File: src/rtl/mult_pkg.sv
// Shared types and defaults for the calculator multiply path.
package mult_pkg;

    localparam int MULT_WIDTH_DEFAULT = 8;

    typedef enum logic [1:0] {
        S_IDLE   = 2'd0,
        S_WAIT_B = 2'd1,
        S_CALC   = 2'd2,
        S_DONE   = 2'd3
    } state_t;

endpackage

File: src/rtl/module_shift_add_dp.sv
// Shift-add datapath: operand registers, accumulator, product register and
// the last-iteration flag, all stepped by the sequencer in module_mult_ctrl.
module module_shift_add_dp #(
    parameter int WIDTH = 8,
    parameter int CW    = $clog2(WIDTH + 1)
) (
    input  logic                 clk,
    input  logic                 rst,
    input  logic                 clr,
    input  logic                 load_a_en,
    input  logic                 load_b_en,
    input  logic                 step_en,
    input  logic [CW-1:0]        cnt,
    input  logic [WIDTH-1:0]     op_data,
    output logic                 last,
    output logic [2*WIDTH-1:0]   product
);

    logic [WIDTH-1:0]   r_a;
    logic [WIDTH-1:0]   r_b;
    logic [2*WIDTH-1:0] r_acc;
    logic [2*WIDTH-1:0] r_product;

    logic [WIDTH-1:0]   w_b_shift;
    logic               w_b_bit;
    logic [2*WIDTH-1:0] w_a_ext;
    logic [2*WIDTH-1:0] w_addend;
    logic [2*WIDTH-1:0] w_sum;

    // Shift B down rather than index it so the counter width need not match.
    assign w_b_shift = r_b >> cnt;
    assign w_b_bit   = w_b_shift[0];
    assign w_a_ext   = {{WIDTH{1'b0}}, r_a};
    assign w_addend  = w_b_bit ? (w_a_ext << cnt) : '0;
    assign w_sum     = r_acc + w_addend;
    assign last      = (cnt == CW'(WIDTH - 1));
    assign product   = r_product;

    always_ff @(posedge clk) begin
        if (!rst) begin
            r_a       <= '0;
            r_b       <= '0;
            r_acc     <= '0;
            r_product <= '0;
        end else if (clr) begin
            // Abort drops the operands but keeps the last displayed product.
            r_a   <= '0;
            r_b   <= '0;
            r_acc <= '0;
        end else begin
            if (load_a_en) begin
                r_a <= op_data;
            end
            if (load_b_en) begin
                r_b   <= op_data;
                r_acc <= '0;
            end
            if (step_en) begin
                r_acc <= w_sum;
                if (last) begin
                    r_product <= w_sum;
                end
            end
        end
    end

endmodule

File: src/rtl/module_mult_ctrl.sv
// Multiply-path sequencer: captures A then B, runs WIDTH shift-add steps,
// then holds the product under a valid/ack handshake.
//
// state    | meaning
// S_IDLE   | waiting for operand A strobe
// S_WAIT_B | A held, waiting for operand B strobe
// S_CALC   | one shift-add step per cycle, WIDTH cycles
// S_DONE   | product valid, waiting for result_ack
module module_mult_ctrl
    import mult_pkg::*;
#(
    parameter int WIDTH = MULT_WIDTH_DEFAULT
) (
    input  logic                 clk,
    input  logic                 rst,
    input  logic                 clr,
    input  logic                 op_valid,
    input  logic [WIDTH-1:0]     op_data,
    output logic                 load_a,
    output logic                 load_b,
    output logic                 busy,
    output logic                 result_valid,
    input  logic                 result_ack,
    output logic [2*WIDTH-1:0]   product,
    output logic [1:0]           state_o
);

    localparam int CW = $clog2(WIDTH + 1);

    state_t          r_state;
    state_t          w_state_next;
    logic [CW-1:0]   r_cnt;
    logic [CW-1:0]   w_cnt_next;
    logic            r_load_a;
    logic            r_load_b;
    logic            w_load_a_en;
    logic            w_load_b_en;
    logic            w_step_en;
    logic            w_last;

    always_comb begin
        w_state_next = r_state;
        w_cnt_next   = r_cnt;
        w_load_a_en  = 1'b0;
        w_load_b_en  = 1'b0;
        w_step_en    = 1'b0;
        if (clr) begin
            w_state_next = S_IDLE;
            w_cnt_next   = '0;
        end else begin
            case (r_state)
                S_IDLE: begin
                    if (op_valid) begin
                        w_load_a_en  = 1'b1;
                        w_state_next = S_WAIT_B;
                    end
                end
                S_WAIT_B: begin
                    if (op_valid) begin
                        w_load_b_en  = 1'b1;
                        w_cnt_next   = '0;
                        w_state_next = S_CALC;
                    end
                end
                S_CALC: begin
                    w_step_en  = 1'b1;
                    w_cnt_next = r_cnt + CW'(1);
                    if (w_last) begin
                        w_state_next = S_DONE;
                    end
                end
                S_DONE: begin
                    if (result_ack) begin
                        w_state_next = S_IDLE;
                    end
                end
                default: begin
                    w_state_next = S_IDLE;
                end
            endcase
        end
    end

    always_ff @(posedge clk) begin
        if (!rst) begin
            r_state  <= S_IDLE;
            r_cnt    <= '0;
            r_load_a <= 1'b0;
            r_load_b <= 1'b0;
        end else begin
            r_state  <= w_state_next;
            r_cnt    <= w_cnt_next;
            r_load_a <= w_load_a_en;
            r_load_b <= w_load_b_en;
        end
    end

    module_shift_add_dp #(
        .WIDTH (WIDTH),
        .CW    (CW)
    ) u_dp (
        .clk       (clk),
        .rst       (rst),
        .clr       (clr),
        .load_a_en (w_load_a_en),
        .load_b_en (w_load_b_en),
        .step_en   (w_step_en),
        .cnt       (r_cnt),
        .op_data   (op_data),
        .last      (w_last),
        .product   (product)
    );

    assign load_a       = r_load_a;
    assign load_b       = r_load_b;
    assign busy         = (r_state == S_CALC);
    assign result_valid = (r_state == S_DONE);
    assign state_o      = r_state;

endmodule

File: config.mk
export PLATFORM = sky130hd
export DESIGN_NAME = module_mult_ctrl
export DESIGN_NICKNAME = d
export VERILOG_FILES = /design/src/rtl/mult_pkg.sv /design/src/rtl/module_shift_add_dp.sv /design/src/rtl/module_mult_ctrl.sv
export SDC_FILE = /design/constraint.sdc
export NUM_CORES = 1
export LEC_CHECK = 0
export ABC_AREA = 1
export BUFFER_PORTS_ARGS = -buffer_cell sky130_fd_sc_hd__buf_4
export CORE_MARGIN = 5
export CORE_UTILIZATION = 30
export CTS_BUF_LIST = sky130_fd_sc_hd__clkbuf_8
export CTS_CLUSTER_SIZE = 40
export DETAILED_ROUTE_END_ITERATION = 8
export PLACE_DENSITY = 0.51
export SYNTH_ARGS = -nofsm -noshare
export SYNTH_HDL_FRONTEND = slang
export SYNTH_SLANG_ARGS = --single-unit
File: constraint.sdc
create_clock -name clk -period 6.3 [get_ports clk]
set_input_delay 0.63 -clock clk [delete_from_list [all_inputs] [get_ports clk]]
set_output_delay 0.63 -clock clk [all_outputs]
set_load 0.02 [all_outputs]
==> impl_metrics.yaml, run 1 <==
outcome:
  status: "finished, final reports clean"
finish:
  drive_gt1_frac: 0.08968
  antenna_cells: 0
  n_fill_cell: 1287
  fin_nets: 625
  area_growth_pct: 12.57
sta:
  clock-skew-final_ps: 13.45
  maxSlewHeadroom: 0.4079
  finalMaxSlewViolations: 0
  hold_viol_final: 0
  setup_tns_ps: 0
  tightestPinTransition_ps: 882.7
  max_freq_mhz: 306.4
  fin_crit_sh: 0.5180
  rsz0062_at_grt: "false"
  setup_viol: 0
  final.min_clock_period_ps: 3263
place:
  gp_congestion: 0.8107
  portBuffers: 34
  dp_hpwl_um: 6637
floorplan:
  core_area_mm2: 0.01152
  io-pin-count: 35
  initial_core_util: 0.3078
  die_h_um: 118.7
  rows: 39
  die_w_um: 118.7
  die_area_mm2: 0.01409
critical_path:
  worstSetupStartpointType: "flip-flop"
  crit_required_ps: 6520
  path_max_fanout: 15
  worstPathArrival_ps: 3480
  worstSetupEndpointType: "flip-flop"
  rrSetupSlack_ps: 3040
  path_class: "flip-flop to flip-flop"
pwr:
  combPwrFrac: 0.096
  power_uw: 627.8
  powerDensity_mw_per_mm2: 157.3
  seqPwrFrac: 0.579
  ir_drop_mv: 0.1024
  leakagePower_nw: 2.088
  p_sw_frac: 0.2582
  p_clk_frac: 0.325
  intPower_uw: 465.7
  switching_power_uw: 162.1
grt:
  grtUsageMet1: 0.1697
  grt_use_met3: 0.02436
  first_global_vias: 3189
  gr-max-usage-layer: "met2"
  globalRouteMet2Util: 0.2110
  grt_pass1_wl_um: 14970
  grt-ovfl-total: 0
  antenna_found_initial: 0
  grtUsageTotal: 0.1259
  grt_max_degree: 28
logic_synthesis:
  yosys-top-cells-count: "nand2_1, inv_1, nor2_1"
  synth_nets: 597
  synth-simple-area-share: 0.3117
  synth.most_common_cell: "nand2_1"
  synth_edf_count: 0
  synth.distinct_cells: 34
  synth_top_cell_area_share: 0.3163
  ys_seq_elements: 56
  netlist_instances: 562
  synth_top_family_by_area: "simple AND/OR/NAND/NOR gates"
  synth_top_area_cell: "dfxtp_1"
  netlist_area_mm2: 0.003545
  ys.flop_type: "dfxtp_1"
  synth_mux_area_frac: 0.008472
  synth_fa_ha_area_frac: 0.07977
  synth-compound-area-share: 0.1426
  ys_seq_area_frac: 0.3163
  async_reset_ff_frac: 0
  synth.area.top_cells: "dfxtp_1, nand2_1, inv_1, nor2_1, ha_1"
  synth_area_per_cell_um2: 6.307
  ys_warn_count: 0
  synth_xor_area_frac: 0.01730
route:
  avgRoutedWirePerCell_um: 11.55
  viasPerCell: 4.437
  drc: 0
  final_antenna_net_count: 0
  num_vias: 3257
  drtIter0Drc: 135
  firstDrtPassIters: 4
  drt_wl_total_um: 8480
cts:
  clk_pin_slew_ps: 110
  cts_buffer_depth: 2
  cts_made_buffers: 5
  cts_tree: "yes"
  holdBufCountCts: 0
  post_cts_resized: 0
  clkSinkCount: 56
  htree_levels: 2
  insertion_delay_ps: 320
  cts-root-buf: "clkbuf_8"
  cts_setup_buffers: 0
job:
  timing.max_cap.violations: 0
worst_hold_path:
  holdCritPathClass: "flip-flop to flip-flop"
==> metrics by stage <==
stage	instance area (um2)	worst slack (ps)	std cells	hold WS [ps]	util
after global placement	3900	3093	726	453.8	0.3387
after global routing	3990	2549	734	489.2	0.3465
final	3990	3037	734	466.9	0.3465
after detailed placement	3900	3035	726	456.9	0.3387
after floorplan	3545	3902	562	429.7	-
after CTS	3990	3004	734	470.5	0.3465
==> cell type report <==
cell class | count | area, um2 | share of cell area
multi-input cells | 398 | 1984 | 0.4973
well taps | 143 | 178.9 | 0.04484
clock inverters | 2 | 7.507 | 0.001881
repair buffers | 35 | 262.8 | 0.06585
flip-flops and latches | 56 | 1121 | 0.2810
inverters | 94 | 352.8 | 0.08843
clock buffers | 6 | 82.58 | 0.02070
==> flip-flops by register name, indices dropped and copies added, names as in the netlist <==
| name | count |
|---|---|
| load_a | 1 |
| load_b | 1 |
| r_cnt | 4 |
| state_o | 2 |
| u_dp.product | 16 |
| u_dp.r_a | 8 |
| u_dp.r_acc | 16 |
| u_dp.r_b | 8 |
==> final timing paths <==
| path | end | depth (start not counted) | start |
|---|---|---|---|
| max | u_dp.product[12] | 21 | r_cnt[1] |
| min | u_dp.product[0] | 2 | u_dp.product[0] |
| max reg2reg | u_dp.product[12] | 21 | r_cnt[1] |
| min reg2reg | u_dp.product[0] | 2 | u_dp.product[0] |
==> critical path, stage by stage, from the launching register on <==
cell,delay [ps]
dfxtp_1,600
inv_1,320
a21oi_1,190
o21ai_1,80
nand2_1,80
nand3_1,140
nor3_1,230
ha_1,210
inv_1,60
fa_1,410
inv_1,90
nand3_1,70
nand2_1,100
nand2_1,60
nand2_1,100
nand2_1,80
nand2_1,60
nand2_1,60
nand2_1,70
nand2_1,50
nand2_1,60
inv_1,30
==> cells in the final DEF (no fill, tap or decap), drive strengths merged, types with 3 or more instances in the layout <==
master    n
inv      95
buf      35
nand2   162
ha       21
a211oi    3
a21oi    46
xor2      5
dfxtp    56
nor2     74
nand3    20
o21ai    43
clkbuf    6
nor3     10
mux2i     3
or2       3
==> power by group through the flow <==
| stage | clock network [mW] | logic [mW] | registers, mW |
|---|---|---|---|
| after floorplan | 0 | 0.0403 | 0.371 |
| after global placement | 0 | 0.0608 | 0.372 |
| after detailed placement | 0 | 0.0609 | 0.372 |
| after CTS | 0.215 | 0.0611 | 0.364 |
| after global routing | 0.228 | 0.0693 | 0.365 |
| final | 0.204 | 0.0602 | 0.363 |
==> kinds of logic after synthesis <==
group,Yosys count
fa+ha+maj,22
compound gates,96
flops,56
buf+inv,108
mux,3
xor+xnor,7
simple gates,270
==> routing by layer <==
| metal | vias to the layer above | part of all wire |
|---|---|---|
| met1 | 1411 | 0.53 |
| met4 | 0 | 0.0090 |
| met5 | - | 0 |
| li1 | 1797 | - |
| met3 | 7 | 0.029 |
| met2 | 42 | 0.44 |
(Power assumes the default switching activity.)
==> run 2, diff against run 1 <==
--- a/config.mk
+++ b/config.mk
@@ -5,14 +5,14 @@
 export SDC_FILE = /design/constraint.sdc
 export NUM_CORES = 1
 export LEC_CHECK = 0
-export ABC_AREA = 1
+export ABC_AREA = 0
 export BUFFER_PORTS_ARGS = -buffer_cell sky130_fd_sc_hd__buf_4
 export CORE_MARGIN = 5
 export CORE_UTILIZATION = 30
 export CTS_BUF_LIST = sky130_fd_sc_hd__clkbuf_8
 export CTS_CLUSTER_SIZE = 40
 export DETAILED_ROUTE_END_ITERATION = 8
-export PLACE_DENSITY = 0.51
+export PLACE_DENSITY = 0.53
 export SYNTH_ARGS = -nofsm -noshare
 export SYNTH_HDL_FRONTEND = slang
 export SYNTH_SLANG_ARGS = --single-unit
==> constraint.sdc (replaced) <==
create_clock -name clk -period 2.85 [get_ports clk]
set_input_delay 0.285 -clock clk [delete_from_list [all_inputs] [get_ports clk]]
set_output_delay 0.285 -clock clk [all_outputs]
set_load 0.02 [all_outputs]
==> run 2 against run 1 <==
  * The run now ends with setup timing left
  * Sequential share of layout area down 3.8 points
  * Die area down 6.7%
  * Clock skew down 6.4 ps
  * Worst setup slack worse by 3100 ps
  * Count of clock-buffer cells in the layout down 1
==> impl_metrics.yaml, run 2 <==
critical_path:
  crit_chain: "mux2i_1, nand2_1, nand4_1, or3_4, inv_2, ha_4, a211o_1, a211oi_4, nor4_2, buf_4, nor2_1, xor2_1, o21ai_0"
  slowest_delay_ps: 440
  r2r-end: "u_dp.product[11]"
  startpoint: "r_cnt[0]"
  path_delay_family: "simple AND/OR/NAND/NOR gates"
  worstSetupStartpointType: "flip-flop"
  reg2reg_from: "r_cnt[0]"
  worstPathArrival_ps: 3070
  path_max_fanout: 5
  cp_slowest_cell: "or3_4"
  path_class: "flip-flop to flip-flop"
  worstSetupEndpointType: "flip-flop"
  worstPathBufferInverterCount: 2
  crit_required_ps: 3050
  r2r_cells: 13
  rrSetupSlack_ps: -20
route:
  firstDrtPassIters: 4
  avgRoutedWirePerCell_um: 14.90
  num_vias: 3278
  viasPerCell: 5.035
  final_antenna_net_count: 0
  drc: 0
  drt_wl_total_um: 9703
  drtIter0Drc: 200
sta:
  setup_viol: 3
  tightestPinTransition_ps: 582.9
  final.min_clock_period_ps: 2867
  max_freq_mhz: 348.8
  clock-skew-final_ps: 7.096
  fin_crit_sh: 1.006
  rsz0062_at_grt: "true"
  finalMaxSlewViolations: 0
  worst_slack_ps: -17.33
  hold_viol_final: 0
  maxSlewHeadroom: 0.6105
finish:
  antenna_cells: 0
  final_common_cell: "buf_4"
  design_area_mm2: 0.004621
  fin_nets: 545
  final_cell_count_no_fill: 651
  drive_gt1_frac: 0.3327
  mostFrequentLayoutCells: "buf_4, nand2_1, dfxtp_1, nor2_1, a21oi_1"
  area_growth_pct: 40.63
pwr:
  leakagePower_nw: 1.903
  ir_drop_mv: 0.2025
  powerDensity_mw_per_mm2: 314.6
outcome:
  status: "finished, violations left"
  violations: "setup timing"
cts:
  clkSinkCount: 56
  clk_pin_slew_ps: 110
  cts_made_buffers: 5
  cts_tree: "yes"
  htree_levels: 2
  cts-root-buf: "clkbuf_8"
  cts_buffer_depth: 2
  holdBufCountCts: 0
  insertion_delay_ps: 310
logic_synthesis:
  synth_top_area_cell: "dfxtp_1"
  synth_xor_area_frac: 0.02932
  async_reset_ff_frac: 0
  synth_edf_count: 0
  ys_warn_count: 0
  ys_seq_area_frac: 0.3412
  synth_nets: 466
  ys.flop_type: "dfxtp_1"
  synth_top_family_by_area: "simple AND/OR/NAND/NOR gates"
  synth_mux_area_frac: 0.04836
  synth.most_common_cell: "nand2_1"
  ys_seq_elements: 56
  yosys-top-cells-count: "nand2_1, dfxtp_1, nor2_1"
  netlist_instances: 431
  netlist_area_mm2: 0.003286
  synth.distinct_cells: 51
  synth_fa_ha_area_frac: 0.08606
  synth_top_cell_area_share: 0.3412
  synth.area.top_cells: "dfxtp_1, nand2_1, ha_1, a21oi_1, nor2_1"
  synth_area_per_cell_um2: 7.623
  synth-simple-area-share: 0.2441
  synth-compound-area-share: 0.2102
worst_hold_path:
  hold_depth: 3
  holdCritPathClass: "input port to flip-flop"
  worstHoldStart: "op_data[5]"
  holdPathEnd: "u_dp.r_b[5]"
grt:
  antenna_found_initial: 0
  grt_max_degree: 32
  grtUsageTotal: 0.1399
  grt-ovfl-total: 0
  first_global_vias: 3077
  grt_pass1_wl_um: 15040
job:
  timing.max_cap.violations: 0
place:
  dp_hpwl_um: 7201
  dp.cells: 635
  portBuffers: 34
  placed_cell_area_mm2: 0.004040
  gp_congestion: 0.8204
floorplan:
  core_area_mm2: 0.01079
  die_area_mm2: 0.01314
  die_w_um: 114.7
  initial_core_util: 0.3044
  io-pin-count: 35
  rows: 38
  die_h_um: 114.7
run 2: cells by family after synthesis:
family	count (synthesis)
flops	56
compound gates	109
xor+xnor	11
fa+ha+maj	22
mux	14
buf+inv	35
simple gates	184
run 2: power breakdown:
part	internal (mW)	switching [mW]	total, mW
clock	0.266	0.288	0.554
combinational	0.0404	0.0650	0.105
sequential	0.789	0.00628	0.795
total	1.09	0.359	1.45
run 2: area by class of cell:
| cell class | instances | area [um2] |
|---|---|---|
| Multi-Input combinational cell | 340 | 2414 |
| Clock inverter | 3 | 46.29 |
| Inverter | 12 | 45.04 |
| Sequential cell | 56 | 1125 |
| Timing Repair Buffer | 95 | 747.0 |
| Tap cell | 140 | 175.2 |
| Clock buffer | 5 | 68.82 |
| Fill cell | 1075 | 6172 |
run 2: repair_timing:
action,4_1_cts,5_1_grt
pin swaps,15,34
endpoints found under the setup margin,14,18
buffers inserted,3,7
gates cloned,0,0
endpoints found under the hold margin,0,0
resized for setup,27,63
run 2: worst max-delay path by stage:
stage,to,slack (ps),depth (start not counted)
after floorplan,u_dp.r_acc[13],-40,13
after global routing,u_dp.product[11],-210,13
after CTS,u_dp.r_acc[12],-20,14
after detailed placement,u_dp.r_acc[15],-170,12
final,u_dp.product[11],-20,13
after global placement,u_dp.r_acc[15],-150,12
run 2: metrics by stage:
step	worst slack (ps)	hold WS [ps]	setup TNS, ps	util	power [mW]
finish	-17.33	213.7	-35.01	0.4281	1.454
global route	-208.2	205.1	-1358	0.4281	1.507
CTS	-19.27	207.3	-19.27	0.3975	1.465
detailed placement	-172.2	447.5	-846.3	0.3743	0.9147
global placement	-145.2	447.3	-728.3	0.3743	0.9129
floorplan	-41.41	421.0	-69.43	-	0.8721
run 2: worst reg2reg max path, delay by kind of cell, from the launching register on:
kind            cells  cell delay [ps]
fa+ha+maj           1              190
mux                 1              120
buf+inv             2              230
xor+xnor            1              220
compound gates      3              760
flops               1              390
simple gates        5              860
run 2: per-layer routing:
metal | part of all wire | up-vias | routed length (um) | GRT usage
met5 | 0 | - | 0 | 0
met4 | 0.016 | 0 | 158 | 0.03642
met3 | 0.038 | 13 | 366 | 0.02484
met2 | 0.47 | 68 | 4580 | 0.2274
met1 | 0.47 | 1533 | 4597 | 0.1910
li1 | - | 1664 | - | -
